`src/rtl/ex_modmul_stage.sv`:
```
// Execute stage of the RSA ASIP: single-cycle add or multi-cycle interleaved
// modular multiply (A*B mod M), with results registered toward MEM.
module ex_modmul_stage #(
    parameter int unsigned N = 32
) (
    input  logic         clock,
    input  logic         reset,
    input  logic         valid_ex,
    input  logic [N-1:0] rda_ex,
    input  logic [N-1:0] rdb_ex,
    input  logic [N-1:0] extended_ex,
    input  logic         opb_selector_ex,
    input  logic         alu_func_ex,
    input  logic [4:0]   rw_ex,
    input  logic         wr_en_ex,
    input  logic         wd_selector_ex,
    input  logic         wm_ex,
    input  logic [N-1:0] mod_m,
    output logic         stall,
    output logic         busy,
    output logic [N-1:0] alu_result_mem,
    output logic [N-1:0] wd_mem,
    output logic [4:0]   rw_mem,
    output logic         wr_en_mem,
    output logic         wd_selector_mem,
    output logic         wm_mem
);

    localparam int unsigned CW = $clog2(N);

    typedef enum logic [1:0] {IDLE, MUL, DONE} state_t;

    state_t         state_q, state_d;
    logic [N+1:0]   p_q, p_d;
    logic [CW-1:0]  cnt_q, cnt_d;
    logic           load_op;
    logic           stall_c;

    logic [N-1:0]   a_q, b_q, m_q, sd_q;
    logic [4:0]     rw_q;
    logic           wr_en_q, wd_sel_q, wm_q;

    logic [N-1:0]   res_q, res_d, wd_q, wd_d;
    logic [4:0]     rwm_q, rwm_d;
    logic           wrm_q, wrm_d, wdsm_q, wdsm_d, wmm_q, wmm_d;

    logic [N-1:0]   opb;
    logic [N+1:0]   m_ext, t0, t1, t2;

    assign opb   = opb_selector_ex ? extended_ex : rdb_ex;
    assign m_ext = {2'b00, m_q};

    // With P,A < M, 2P+A < 3M, so two conditional subtractions restore P < M.
    assign t0 = {p_q[N:0], 1'b0} + (b_q[cnt_q] ? {2'b00, a_q} : '0);
    assign t1 = (t0 >= m_ext) ? t0 - m_ext : t0;
    assign t2 = (t1 >= m_ext) ? t1 - m_ext : t1;

    always_comb begin
        state_d = state_q;
        p_d     = p_q;
        cnt_d   = cnt_q;
        load_op = 1'b0;
        stall_c = 1'b0;
        busy    = 1'b0;
        res_d   = '0;
        wd_d    = '0;
        rwm_d   = '0;
        wrm_d   = 1'b0;
        wdsm_d  = 1'b0;
        wmm_d   = 1'b0;
        case (state_q)
            IDLE: begin
                if (valid_ex && alu_func_ex) begin
                    stall_c = 1'b1;
                    load_op = 1'b1;
                    p_d     = '0;
                    cnt_d   = CW'(N - 1);
                    state_d = MUL;
                end else if (valid_ex) begin
                    res_d  = rda_ex + opb;
                    wd_d   = rdb_ex;
                    rwm_d  = rw_ex;
                    wrm_d  = wr_en_ex;
                    wdsm_d = wd_selector_ex;
                    wmm_d  = wm_ex;
                end
            end
            MUL: begin
                stall_c = 1'b1;
                busy    = 1'b1;
                p_d     = t2;
                cnt_d   = cnt_q - 1'b1;
                if (cnt_q == '0) begin
                    state_d = DONE;
                end
            end
            DONE: begin
                busy    = 1'b1;
                res_d   = (m_q == '0) ? '0 : p_q[N-1:0];
                wd_d    = sd_q;
                rwm_d   = rw_q;
                wrm_d   = wr_en_q;
                wdsm_d  = wd_sel_q;
                wmm_d   = wm_q;
                state_d = IDLE;
            end
            default: state_d = IDLE;
        endcase
    end

    // Reset gates the issue path so stall drops even while an issue is presented.
    assign stall = reset & stall_c;

    always_ff @(posedge clock or negedge reset) begin
        if (!reset) begin
            state_q <= IDLE;
            p_q     <= '0;
            cnt_q   <= '0;
            res_q   <= '0;
            wd_q    <= '0;
            rwm_q   <= '0;
            wrm_q   <= 1'b0;
            wdsm_q  <= 1'b0;
            wmm_q   <= 1'b0;
        end else begin
            state_q <= state_d;
            p_q     <= p_d;
            cnt_q   <= cnt_d;
            res_q   <= res_d;
            wd_q    <= wd_d;
            rwm_q   <= rwm_d;
            wrm_q   <= wrm_d;
            wdsm_q  <= wdsm_d;
            wmm_q   <= wmm_d;
        end
    end

    always_ff @(posedge clock or negedge reset) begin
        if (!reset) begin
            a_q      <= '0;
            b_q      <= '0;
            m_q      <= '0;
            sd_q     <= '0;
            rw_q     <= '0;
            wr_en_q  <= 1'b0;
            wd_sel_q <= 1'b0;
            wm_q     <= 1'b0;
        end else if (load_op) begin
            a_q      <= rda_ex;
            b_q      <= opb;
            m_q      <= mod_m;
            sd_q     <= rdb_ex;
            rw_q     <= rw_ex;
            wr_en_q  <= wr_en_ex;
            wd_sel_q <= wd_selector_ex;
            wm_q     <= wm_ex;
        end
    end

    assign alu_result_mem  = res_q;
    assign wd_mem          = wd_q;
    assign rw_mem          = rwm_q;
    assign wr_en_mem       = wrm_q;
    assign wd_selector_mem = wdsm_q;
    assign wm_mem          = wmm_q;

endmodule

```
`config.mk`:
```
export PLATFORM = sky130hd
export DESIGN_NAME = ex_modmul_stage
export DESIGN_NICKNAME = d
export VERILOG_FILES = /design/src/rtl/ex_modmul_stage.sv
export SDC_FILE = /design/constraint.sdc
export NUM_CORES = 1
export LEC_CHECK = 0
export BUFFER_PORTS_ARGS = -buffer_cell sky130_fd_sc_hd__buf_2
export CAP_MARGIN = 30
export CORE_ASPECT_RATIO = 1.25
export CORE_UTILIZATION = 45
export CTS_CLUSTER_DIAMETER = 60
export DETAILED_ROUTE_END_ITERATION = 8
export GPL_TIMING_DRIVEN = 0
export PLACE_DENSITY = 0.75
export SKIP_LAST_GASP = 1
export SYNTH_ARGS = -nofsm -noshare
export SYNTH_HDL_FRONTEND = slang
export SYNTH_SLANG_ARGS = --single-unit
export TNS_END_PERCENT = 50
```
`constraint.sdc`:
```
create_clock -name clock -period 17.9 [get_ports clock]
set_input_delay 2.685 -clock clock [delete_from_list [all_inputs] [get_ports clock]]
set_output_delay 2.685 -clock clock [all_outputs]
set_load 0.05 [all_outputs]
```
Yosys cells after proc, flatten, opt, wreduce, memory -nomap -nowiden. Index checks and enable logic that the tools add are counted.

Register bits after elaboration: 248. Output and inout port bits: 74.

Add/subtract/negate cells: 5. Magnitude comparators: 3. Equal/unequal tests: 4. Multiplexer cells: 36. Bitwise operators: 1. Reduce and logical (&&, ||, !) cells: 8.

Operators with widths (number): two-way mux 32 bit (7); case mux 32 bit (2 select lines) (2); >= comparator 34 x 32 -> 1 bit (2); two-way mux 33 bit (2); case mux 33 bit (2 select lines) (1); adder 34 x 32 -> 34 bit (1); two-way mux 34 bit (1); subtractor 34 x 32 -> 34 bit (1); subtractor 33 x 32 -> 33 bit (1); adder 32 bit (1); zero test 32 bit (1); case mux 5 bit (2 select lines) (2); two-way mux 5 bit (3); two-way mux 1 bit (10); case mux 1 bit (2 select lines) (4); less-than comparator 5 x 6 -> 1 bit, second input constant (1); binary-select mux 1 bit (select 5 bit) (1); zero test 5 bit (1); subtractor 5 x 1 -> 5 bit, second input constant (1); two-way mux 2 bit (2); != test 2 bit, second input constant (2); case mux 2 bit (2 select lines) (1); AND reduction 2 bit (2); equality test 2 x 1 -> 1 bit, second input constant (1); 6 further kinds (6).

Logic depth before layout (Yosys ltp). Gate-level depths: netlist of the first run.

Depth after elaboration: 9. Depth in mapped cells: 41.

Worst setup path before layout of the first run. OpenSTA, ideal clock, no wires.

Path kind: register to register. From: register cnt_q[0]. To: register p_q[14]. Library setup time: 0.134 ns. Arrival time: 9.551 ns. Setup slack: 8.215 ns. Stages on the path, launching flop included: 42. Buffers on the path: 6. Clock period less this slack: 9.685 ns. Path through: dfrtp_1 buf_1 mux4_2 mux4_2 mux2i_1 clkbuf_1 nor2b_1 ha_1 fa_1 a21oi_1 o221ai_1 a221oi_2 a21oi_2 a31oi_1 o21ai_0 xor2_1 ha_1 and4_1 [6 not listed] or3_1 buf_6 buf_8 mux2_2 ha_1 nor2b_1 o31a_1 o2111ai_1 nand4_1 a21oi_1 a211o_1 a211oi_1 a2111oi_0 o31a_1 buf_4 buf_4 mux2i_1 o21ai_0.

Word-level cells in the longest chain between the ends: 9.

Ends and longest elaborated chain: start, declared (line 35) `logic [CW-1:0] cnt_q, cnt_d;`; start signal, assigned (line 128) `cnt_q <= cnt_d;`; binary-select mux 1 bit (select 5 bit) (*) (line 54) `assign t0 = {p_q[N:0], 1'b0} + (b_q[cnt_q] ? {2'b00, a_q} : '0);`; two-way mux 1 bit (implied by the code) (*) (line 54); two-way mux 32 bit (*) (line 54); adder 34 x 32 -> 34 bit (*) (line 54); subtractor 34 x 32 -> 34 bit or >= comparator 34 x 32 -> 1 bit (tied branches) (line 55) `assign t1 = (t0 >= m_ext) ? t0 - m_ext : t0;`; two-way mux 34 bit (*) (line 55); subtractor 33 x 32 -> 33 bit or >= comparator 34 x 32 -> 1 bit (tied branches) (line 56) `assign t2 = (t1 >= m_ext) ? t1 - m_ext : t1;`; two-way mux 33 bit (*) (line 56); case mux 33 bit (2 select lines) (*) (line 71) `case (state_q)`; end signal, assigned (line 127) `p_q <= p_d;`; end, declared (line 34) `logic [N+1:0] p_q, p_d;`.

Mark *: on every way between the ends. The rest lies on a longest branch, timed or not. The select of a mux whose other input is x is not followed. A chain may end at the register's enable or synchronous reset.

Worst setup path after layout of the first run.
From: register cnt_q[0]. To: register p_q[12].

Same word-level chain as after synthesis.

==> out/qor.txt, run 1 <==
WORST HOLD PATH
-------------------------------------------------------------------------------------------------
Hold crit path type                                                                    reg -> reg

GLOBAL ROUTING
-------------------------------------------------------------------------------------------------
Met3 capacity usage during global routing                                                  0.0366
First-pass GRT wire length                                                               83900 µm
Met1 Use GR                                                                                 0.336
Met2 usage in global routing                                                                0.489
Largest net degree at the start of global routing                                              99
Total routing usage reported by global routing                                              0.282
Number of global-route vias before repair                                                   15400
Initial antenna violation count                                                                 2
Most used routing layer in global routing                                                    met2
Grt total ovfl                                                                                  0

DRT
-------------------------------------------------------------------------------------------------
Routed wire length                                                                       55500 µm
Post-detailed-route count of antenna-violating nets                                             0
DRC violations left                                                                             0
Number of detailed-routing iterations run before antenna repair                                 6
1st-iter DRT viols                                                                           1080
Drt via density                                                                              5.82
Drt wl/cell                                                                               20.7 µm
Count of vias placed by the detailed router                                                 15600

CRITICAL PATH
-------------------------------------------------------------------------------------------------
Endpoint kind of the worst setup timing path                                            flip-flop
Crit Path Max Fanout                                                                           10
Startpoint kind of the worst setup timing path                                          flip-flop
Start-to-end type of the worst setup path                                              reg -> reg
Slowest library cell on the worst path                                               sky130_fd_sc_hd__nor4_1
Required @ worst endpoint                                                                18340 ps
Data arrival time of the worst path                                                      13280 ps
Crit path largest cell delay                                                               740 ps

YOSYS
-------------------------------------------------------------------------------------------------
Proportion of synthesized flip-flops having asynchronous set or reset                        1.00
Largest area contributor in the netlist                                              sky130_fd_sc_hd__dfrtp_1
Most area-consuming cells after synthesis                                            sky130_fd_sc_hd__dfrtp_1 (36%), sky130_fd_sc_hd__ha_1 (9.6%), sky130_fd_sc_hd__nand2_1 (9.3%), sky130_fd_sc_hd__mux2_2 (3.9%), sky130_fd_sc_hd__xnor2_1 (3.6%)
Mapped Nets                                                                                  2203
Average cell area after synthesis                                                        8.89 µm²
Main synth FF type                                                                   sky130_fd_sc_hd__dfrtp_1
Part of the Yosys area used for sequential elements                                         0.362
Number of distinct library cell variants in the gate-level netlist after synthesis             80
Synth Register Bits                                                                           248
Yosys warns                                                                                     0
Synth top area share                                                                        0.362
Netlist area before placement                                                           17100 µm²
Number of synthesized flops with an enable pin                                                  0
Number of cells produced by synthesis                                                        1927

TIMING
-------------------------------------------------------------------------------------------------
Crit share post-route                                                                       0.718
Post-route clock skew                                                                     16.7 ps
Finish-stage setup viols                                                                        0
Pins Over Slew Limit                                                                            0
Unrepaired setup endpoints after global routing                                             false
Count of final hold-check violations                                                            0
Headroom to the max-slew limit                                                              0.407
Max Clock Freq                                                                         0.0779 GHz
Worst slew pin tran                                                                        890 ps
Setup tns final                                                                              0 ps
Final worst path period need                                                             12840 ps
Final setup margin                                                                        5060 ps

FLOORPLAN
-------------------------------------------------------------------------------------------------
I/O pin count                                                                                 215
Die area                                                                                38800 µm²
Starting density of the core                                                                0.458
Width of the die                                                                           176 µm
Vertical extent of the die                                                                 220 µm
Number of rows created at floorplan                                                            79
Placeable core region                                                                   37400 µm²

PLACEMENT
-------------------------------------------------------------------------------------------------
Number of port buffers                                                                        213
Worst slack at placement                                                                  5110 ps
Placed wire-length estimate                                                              44200 µm
Final estimated routing congestion in global placement                                      0.973
DP Area                                                                                 18900 µm²
Placed Cells incl. Taps                                                                      2628

RUN
-------------------------------------------------------------------------------------------------
Max_cap viols                                                                                   0

LAYOUT
-------------------------------------------------------------------------------------------------
Layout Cell Area excl Fill                                                              19900 µm²
Post-layout net count                                                                        2449
Synthesis-to-finish area growth                                                             16.1%
Fraction of final layout cells sized beyond drive strength 1                                0.171
Post-route insts no fill                                                                     2686

CLOCKING
-------------------------------------------------------------------------------------------------
Number of post-CTS setup repair buffers                                                         0
Clock-pin slew of the registers on the worst-case setup and hold paths                      60 ps
Worst-skew pair later-pin latency                                                          580 ps
Hold bufs inserted after CTS                                                                    0
TritonCTS clock tree                                                                         done
Maximum count of clock buffers along a single path                                              3
Number of buffers inserted during clock tree synthesis                                         29
CTS-repair resized insts                                                                        0
Root buffer cell                                                                     sky130_fd_sc_hd__clkbuf_16
Total clock sinks                                                                             248
H-tree levels                                                                                   1

OUTCOME
-------------------------------------------------------------------------------------------------
Outcome                                                                                 completed

## registers in the layout, summed over array words and instances, names as in the netlist
| signal | cells |
|---|---|
| wm_q | 1 |
| wm_mem | 1 |
| rw_mem | 5 |
| wr_en_q | 1 |
| wd_sel_q | 1 |
| m_q | 32 |
| sd_q | 32 |
| b_q | 32 |
| state_q | 2 |
| wd_mem | 32 |
| rw_q | 5 |
| a_q | 32 |
| wd_selector_mem | 1 |
| p_q | 33 |
| cnt_q | 5 |
| wr_en_mem | 1 |
| alu_result_mem | 32 |
## placed cells by master (no fill, tap or decap), types with 6 or more instances in the layout
cell type | Yosys | routed
sky130_fd_sc_hd__o41ai_1 | 6 | 6
sky130_fd_sc_hd__a211oi_1 | 9 | 9
sky130_fd_sc_hd__o211ai_1 | 13 | 13
sky130_fd_sc_hd__and2_1 | 6 | 6
sky130_fd_sc_hd__a21oi_1 | 107 | 107
sky130_fd_sc_hd__nand4_1 | 15 | 15
sky130_fd_sc_hd__and4_1 | 7 | 7
sky130_fd_sc_hd__o21ai_1 | 12 | 12
sky130_fd_sc_hd__clkbuf_16 | 0 | 29
sky130_fd_sc_hd__o21a_1 | 25 | 25
sky130_fd_sc_hd__nor4_1 | 13 | 13
sky130_fd_sc_hd__ha_1 | 131 | 131
sky130_fd_sc_hd__mux2i_1 | 23 | 23
sky130_fd_sc_hd__nand2b_1 | 9 | 9
sky130_fd_sc_hd__nor3_1 | 27 | 27
sky130_fd_sc_hd__o21ai_0 | 91 | 91
sky130_fd_sc_hd__mux4_2 | 10 | 10
sky130_fd_sc_hd__o31ai_1 | 10 | 10
sky130_fd_sc_hd__clkbuf_1 | 68 | 70
sky130_fd_sc_hd__a31oi_1 | 9 | 9
sky130_fd_sc_hd__xor2_1 | 32 | 32
sky130_fd_sc_hd__o311ai_1 | 8 | 8
sky130_fd_sc_hd__mux2_2 | 60 | 60
sky130_fd_sc_hd__xnor2_1 | 71 | 71
sky130_fd_sc_hd__and3_1 | 10 | 10
sky130_fd_sc_hd__nor2b_1 | 43 | 43
sky130_fd_sc_hd__o21bai_1 | 12 | 12
sky130_fd_sc_hd__a211o_1 | 6 | 6
sky130_fd_sc_hd__nor2_1 | 85 | 85
sky130_fd_sc_hd__or3_1 | 12 | 12
sky130_fd_sc_hd__nand3_1 | 31 | 31
sky130_fd_sc_hd__buf_2 | 4 | 216
sky130_fd_sc_hd__a21o_1 | 64 | 64
sky130_fd_sc_hd__dfrtp_1 | 248 | 248
sky130_fd_sc_hd__nand2_1 | 422 | 422
sky130_fd_sc_hd__a22o_1 | 70 | 70
sky130_fd_sc_hd__inv_1 | 65 | 65
## worst max-delay path: cells and delay by family (launching register included)
kind | cells | cell delay (ps)
flip-flops | 1 | 400
AO/OA/AOI/OAI | 14 | 3620
AND/OR/NAND/NOR | 8 | 2210
buffers and inverters | 7 | 2440
XOR/XNOR | 1 | 130
multiplexers | 5 | 2530
adder cells (fa/ha/maj) | 4 | 1340
## area by class of cell
cell class	count	area, µm²
clock inverters	19	211
clock buffers	35	788
plain buffers	84	367
well taps	486	608
flip-flops and latches	248	6210
diodes	4	10.0
multi-input cells	1530	10300
inverters	65	244
fillers	3448	17500
repair buffers	215	1130
## logic make-up (layout without fill, tap and decap cells)
| group | count (synthesis) | in the layout | synth area share |
|---|---|---|---|
| XOR/XNOR | 103 | 103 | 0.0527 |
| AO/OA/AOI/OAI | 500 | 500 | 0.202 |
| multiplexers | 95 | 95 | 0.0678 |
| other | 0 | 4 | 0 |
| buffers and inverters | 149 | 418 | 0.0357 |
| flip-flops | 248 | 248 | 0.362 |
| AND/OR/NAND/NOR | 697 | 697 | 0.179 |
| adder cells (fa/ha/maj) | 135 | 135 | 0.100 |
## path summary, 6_finish.rpt
path / startpoint / endpoint / slack (ps) / cells after the start
min reg2reg: a_q[17] / a_q[17] / 470 / 2
min: a_q[17] / a_q[17] / 470 / 2
min in group asynchronous: reset / m_q[16] / 2020 / 1
max reg2reg: cnt_q[0] / p_q[12] / 5060 / 39
max: cnt_q[0] / p_q[12] / 5060 / 39
max in group asynchronous: reset / wd_mem[14] / 14580 / 3
## per-stage QoR
step | hold slack (ps) | utilization
after floorplan | 438 | -
after global placement | 451 | 0.503
after detailed placement | 458 | 0.505
after CTS | 476 | 0.532
after global routing | 487 | 0.532
final | 473 | 0.532
## Yosys cell counts (all sizes together) (62+ instances only)
cell and count:
a21o 64, a21oi 112, a22o 70, clkbuf 69
dfrtp 248, ha 131, inv 65, mux2 62
nand2 422, nor2 85, o21ai 104, xnor2 71
## routing by layer
metal,up-vias,wire length [µm],share of wire
li1,7383,-,-
met1,7516,22100,0.40
met2,571,26600,0.48
met3,154,3460,0.062
met4,0,3310,0.060
met5,-,0,0
Power of run 1 is not shown: default switching activity piles up to over one toggle a cycle in this logic, so the estimate is an artifact.
==> run 2, diff against run 1 <==
PLACE_DENSITY = 0.78   (was 0.75)
clock period = 11.1 ns   (was 17.9 ns; I/O delays follow)
==> run 2 against run 1 <==
  * Hold slack better by 3.6 ps
  * Register-to-register slack worse by 4800 ps
  * Utilization rose by 0.42 points
  * Critical endpoint is now p_q[11]
==> out/qor.txt, run 2 (synthesis gave the netlist of run 1 again) <==
CRITICAL PATH
-------------------------------------------------------------------------------------
Startpoint kind of the worst setup timing path                              flip-flop   unchanged
Slowest library cell on the worst path                                   sky130_fd_sc_hd__mux4_2   was sky130_fd_sc_hd__nor4_1
Start-to-end type of the worst setup path                                  reg -> reg   unchanged
Worst path most repeated cell                                            sky130_fd_sc_hd__buf_6
Data arrival time of the worst path                                          11250 ps   was 13280 ps
Depth of the worst register-to-register path                                       39   unchanged
Crit Path Max Fanout                                                               10   unchanged
Crit path largest cell delay                                                   570 ps   was 740 ps
Required @ worst endpoint                                                    11510 ps   was 18340 ps
Register-to-register setup slack                                               260 ps   was 5060 ps
Endpoint kind of the worst setup timing path                                flip-flop   unchanged

CLOCKING
-------------------------------------------------------------------------------------
Clock-pin slew of the registers on the worst-case setup and hold paths          60 ps   about the same
H-tree levels                                                                       1   unchanged
Number of buffers inserted during clock tree synthesis                             27   was 29
Worst-skew pair later-pin latency                                              560 ps   was 580 ps
Root buffer cell                                                         sky130_fd_sc_hd__clkbuf_16   unchanged
Total clock sinks                                                                 248   unchanged
TritonCTS clock tree                                                             done   unchanged
Maximum count of clock buffers along a single path                                  3   unchanged

FLOORPLAN
-------------------------------------------------------------------------------------
Placeable core region                                                       37400 µm²   unchanged
Width of the die                                                               176 µm   unchanged
Die area                                                                    38800 µm²   unchanged
Number of rows created at floorplan                                                79   unchanged
Vertical extent of the die                                                     220 µm   unchanged
I/O pin count                                                                     215   unchanged
Starting density of the core                                                    0.458   unchanged

GLOBAL ROUTING
-------------------------------------------------------------------------------------
Met1 Use GR                                                                     0.333   was 0.336
Met2 usage in global routing                                                    0.502   was 0.489
Most used routing layer in global routing                                        met2   unchanged
Initial antenna violation count                                                     1   was 2
Largest net degree at the start of global routing                                  94   was 99
Number of global-route vias before repair                                       15800   was 15400
Grt total ovfl                                                                      0   unchanged
Met3 capacity usage during global routing                                      0.0357   was 0.0366
First-pass GRT wire length                                                   85600 µm   was 83900 µm
Total routing usage reported by global routing                                  0.283   was 0.282

LAYOUT
-------------------------------------------------------------------------------------
Seq. cell area                                                               6210 µm²   about the same
Layout Cell Area excl Fill                                                  20000 µm²   was 19900 µm²
Post-layout net count                                                            2452   was 2449
Most used cells in the layout excluding fill and tap cells               sky130_fd_sc_hd__nand2_1 (422), sky130_fd_sc_hd__dfrtp_1 (247), sky130_fd_sc_hd__buf_2 (216)   was sky130_fd_sc_hd__nand2_1 (422), sky130_fd_sc_hd__dfrtp_1 (248), sky130_fd_sc_hd__buf_2 (216)
Fraction of final layout cells sized beyond drive strength 1                    0.184   was 0.171
Number of flip-flops in the largest register                                       33   unchanged
Filler cells                                                                     3400   was 3448
Final Core Density                                                              0.536   was 0.532
Total area of multi-input combinational cells                               10500 µm²   was 10300 µm²
Biggest register                                                                  p_q   unchanged
Synthesis-to-finish area growth                                                 17.0%   was 16.1%
Most common cell after layout, fill and taps aside                       sky130_fd_sc_hd__nand2_1   unchanged

DRT
-------------------------------------------------------------------------------------
DRC violations left                                                                 0   unchanged
Post-detailed-route count of antenna-violating nets                                 0   unchanged
Number of detailed-routing iterations run before antenna repair                     6   unchanged
1st-iter DRT viols                                                               1210   was 1080
Routed wire length                                                           55300 µm   was 55500 µm
Drt wl/cell                                                                   20.6 µm   was 20.7 µm
Drt via density                                                                  5.89   was 5.82
Count of vias placed by the detailed router                                     15800   was 15600

TIMING
-------------------------------------------------------------------------------------
Post-route clock skew                                                         19.3 ps   was 16.7 ps
Count of final hold-check violations                                                0   unchanged
Unrepaired setup endpoints after global routing                                  true   was false
Worst slew pin tran                                                            977 ps   was 890 ps
Pins Over Slew Limit                                                                0   unchanged
Headroom to the max-slew limit                                                  0.349   was 0.407
Crit share post-route                                                           0.976   was 0.718
Max Clock Freq                                                             0.0923 GHz   was 0.0779 GHz
Final setup margin                                                             264 ps   was 5060 ps
Final worst path period need                                                 10840 ps   was 12840 ps
Finish-stage setup viols                                                            0   unchanged
Setup tns final                                                                  0 ps   unchanged

PLACEMENT
-------------------------------------------------------------------------------------
Worst slack at placement                                                     -1780 ps   was 5110 ps
Placed wire-length estimate                                                  43700 µm   was 44200 µm
Final estimated routing congestion in global placement                          0.973   about the same
Number of port buffers                                                            213   unchanged
DP Area                                                                     18900 µm²   unchanged

WORST HOLD PATH
-------------------------------------------------------------------------------------
Hold depth                                                                          2   unchanged
Hold crit path type                                                        reg -> reg   unchanged

OUTCOME
-------------------------------------------------------------------------------------
Outcome                                                                     completed   unchanged

RUN
-------------------------------------------------------------------------------------
Max_cap viols                                                                       0   unchanged

[run 2: cell count changes in the layout (fill, tap and decap cells not counted), sizes merged]
cell | before | now
diode | 4 | 2
clkinv | 7 | 8
inv | 72 | 67
buf | 230 | 235
bufinv | 2 | 3
clkbuf | 104 | 102
[run 2: critical path, delay by kind of cell, from the launching register on]
family | cells | cell delay, ps
AOI/OAI and AO/OA | 14 | 3290
xor gates and xnor gates | 1 | 260
adders and majority gates | 3 | 1040
buffers and inverters | 8 | 1540
DFF | 1 | 410
muxes | 5 | 2030
and+or+nand+nor | 8 | 2080
[run 2: timing repair]
| action | 4_1_cts | 5_1_grt |
|---|---|---|
| setup buffers | 4 | 1 |
| setup endpoints to repair | 33 | 33 |
| resized for setup | 25 | 21 |
| hold buffers | 0 | 0 |
| pin swaps | 4 | 8 |
[run 2: worst paths after layout]
kind | startpoint | endpoint
max in group asynchronous | reset | cnt_q[0]
min in group asynchronous | reset | m_q[14]
setup reg to reg | cnt_q[0] | p_q[11]
hold / removal | b_q[30] | b_q[30]
setup / recovery | cnt_q[0] | p_q[11]
hold reg to reg | b_q[30] | b_q[30]
[run 2: layer usage]
layer	part of all wire	vias to the layer above
li1	-	7373
met1	0.39	7629
met2	0.49	656
met3	0.060	149
met4	0.055	0
met5	0	-
[run 2: per-stage QoR]
stage / hold WS, ps / cells
after global routing: 497 / 2683
after floorplan: 438 / 1927
after detailed placement: 458 / 2628
final: 476 / 2684
after CTS: 475 / 2681
after global placement: 452 / 2626
[run 2: cell type report]
cell class | count | area share
Multi-Input combinational cell | 1530 | 0.522
Sequential cell | 248 | 0.310
Timing Repair Buffer | 220 | 0.0583
Clock buffer | 33 | 0.0369
Tap cell | 486 | 0.0304
Buffer | 84 | 0.0202
Inverter | 65 | 0.0122
Clock inverter | 16 | 0.00987
Antenna cell | 2 | 0.000250
Power of run 2 is left out for the same reason.
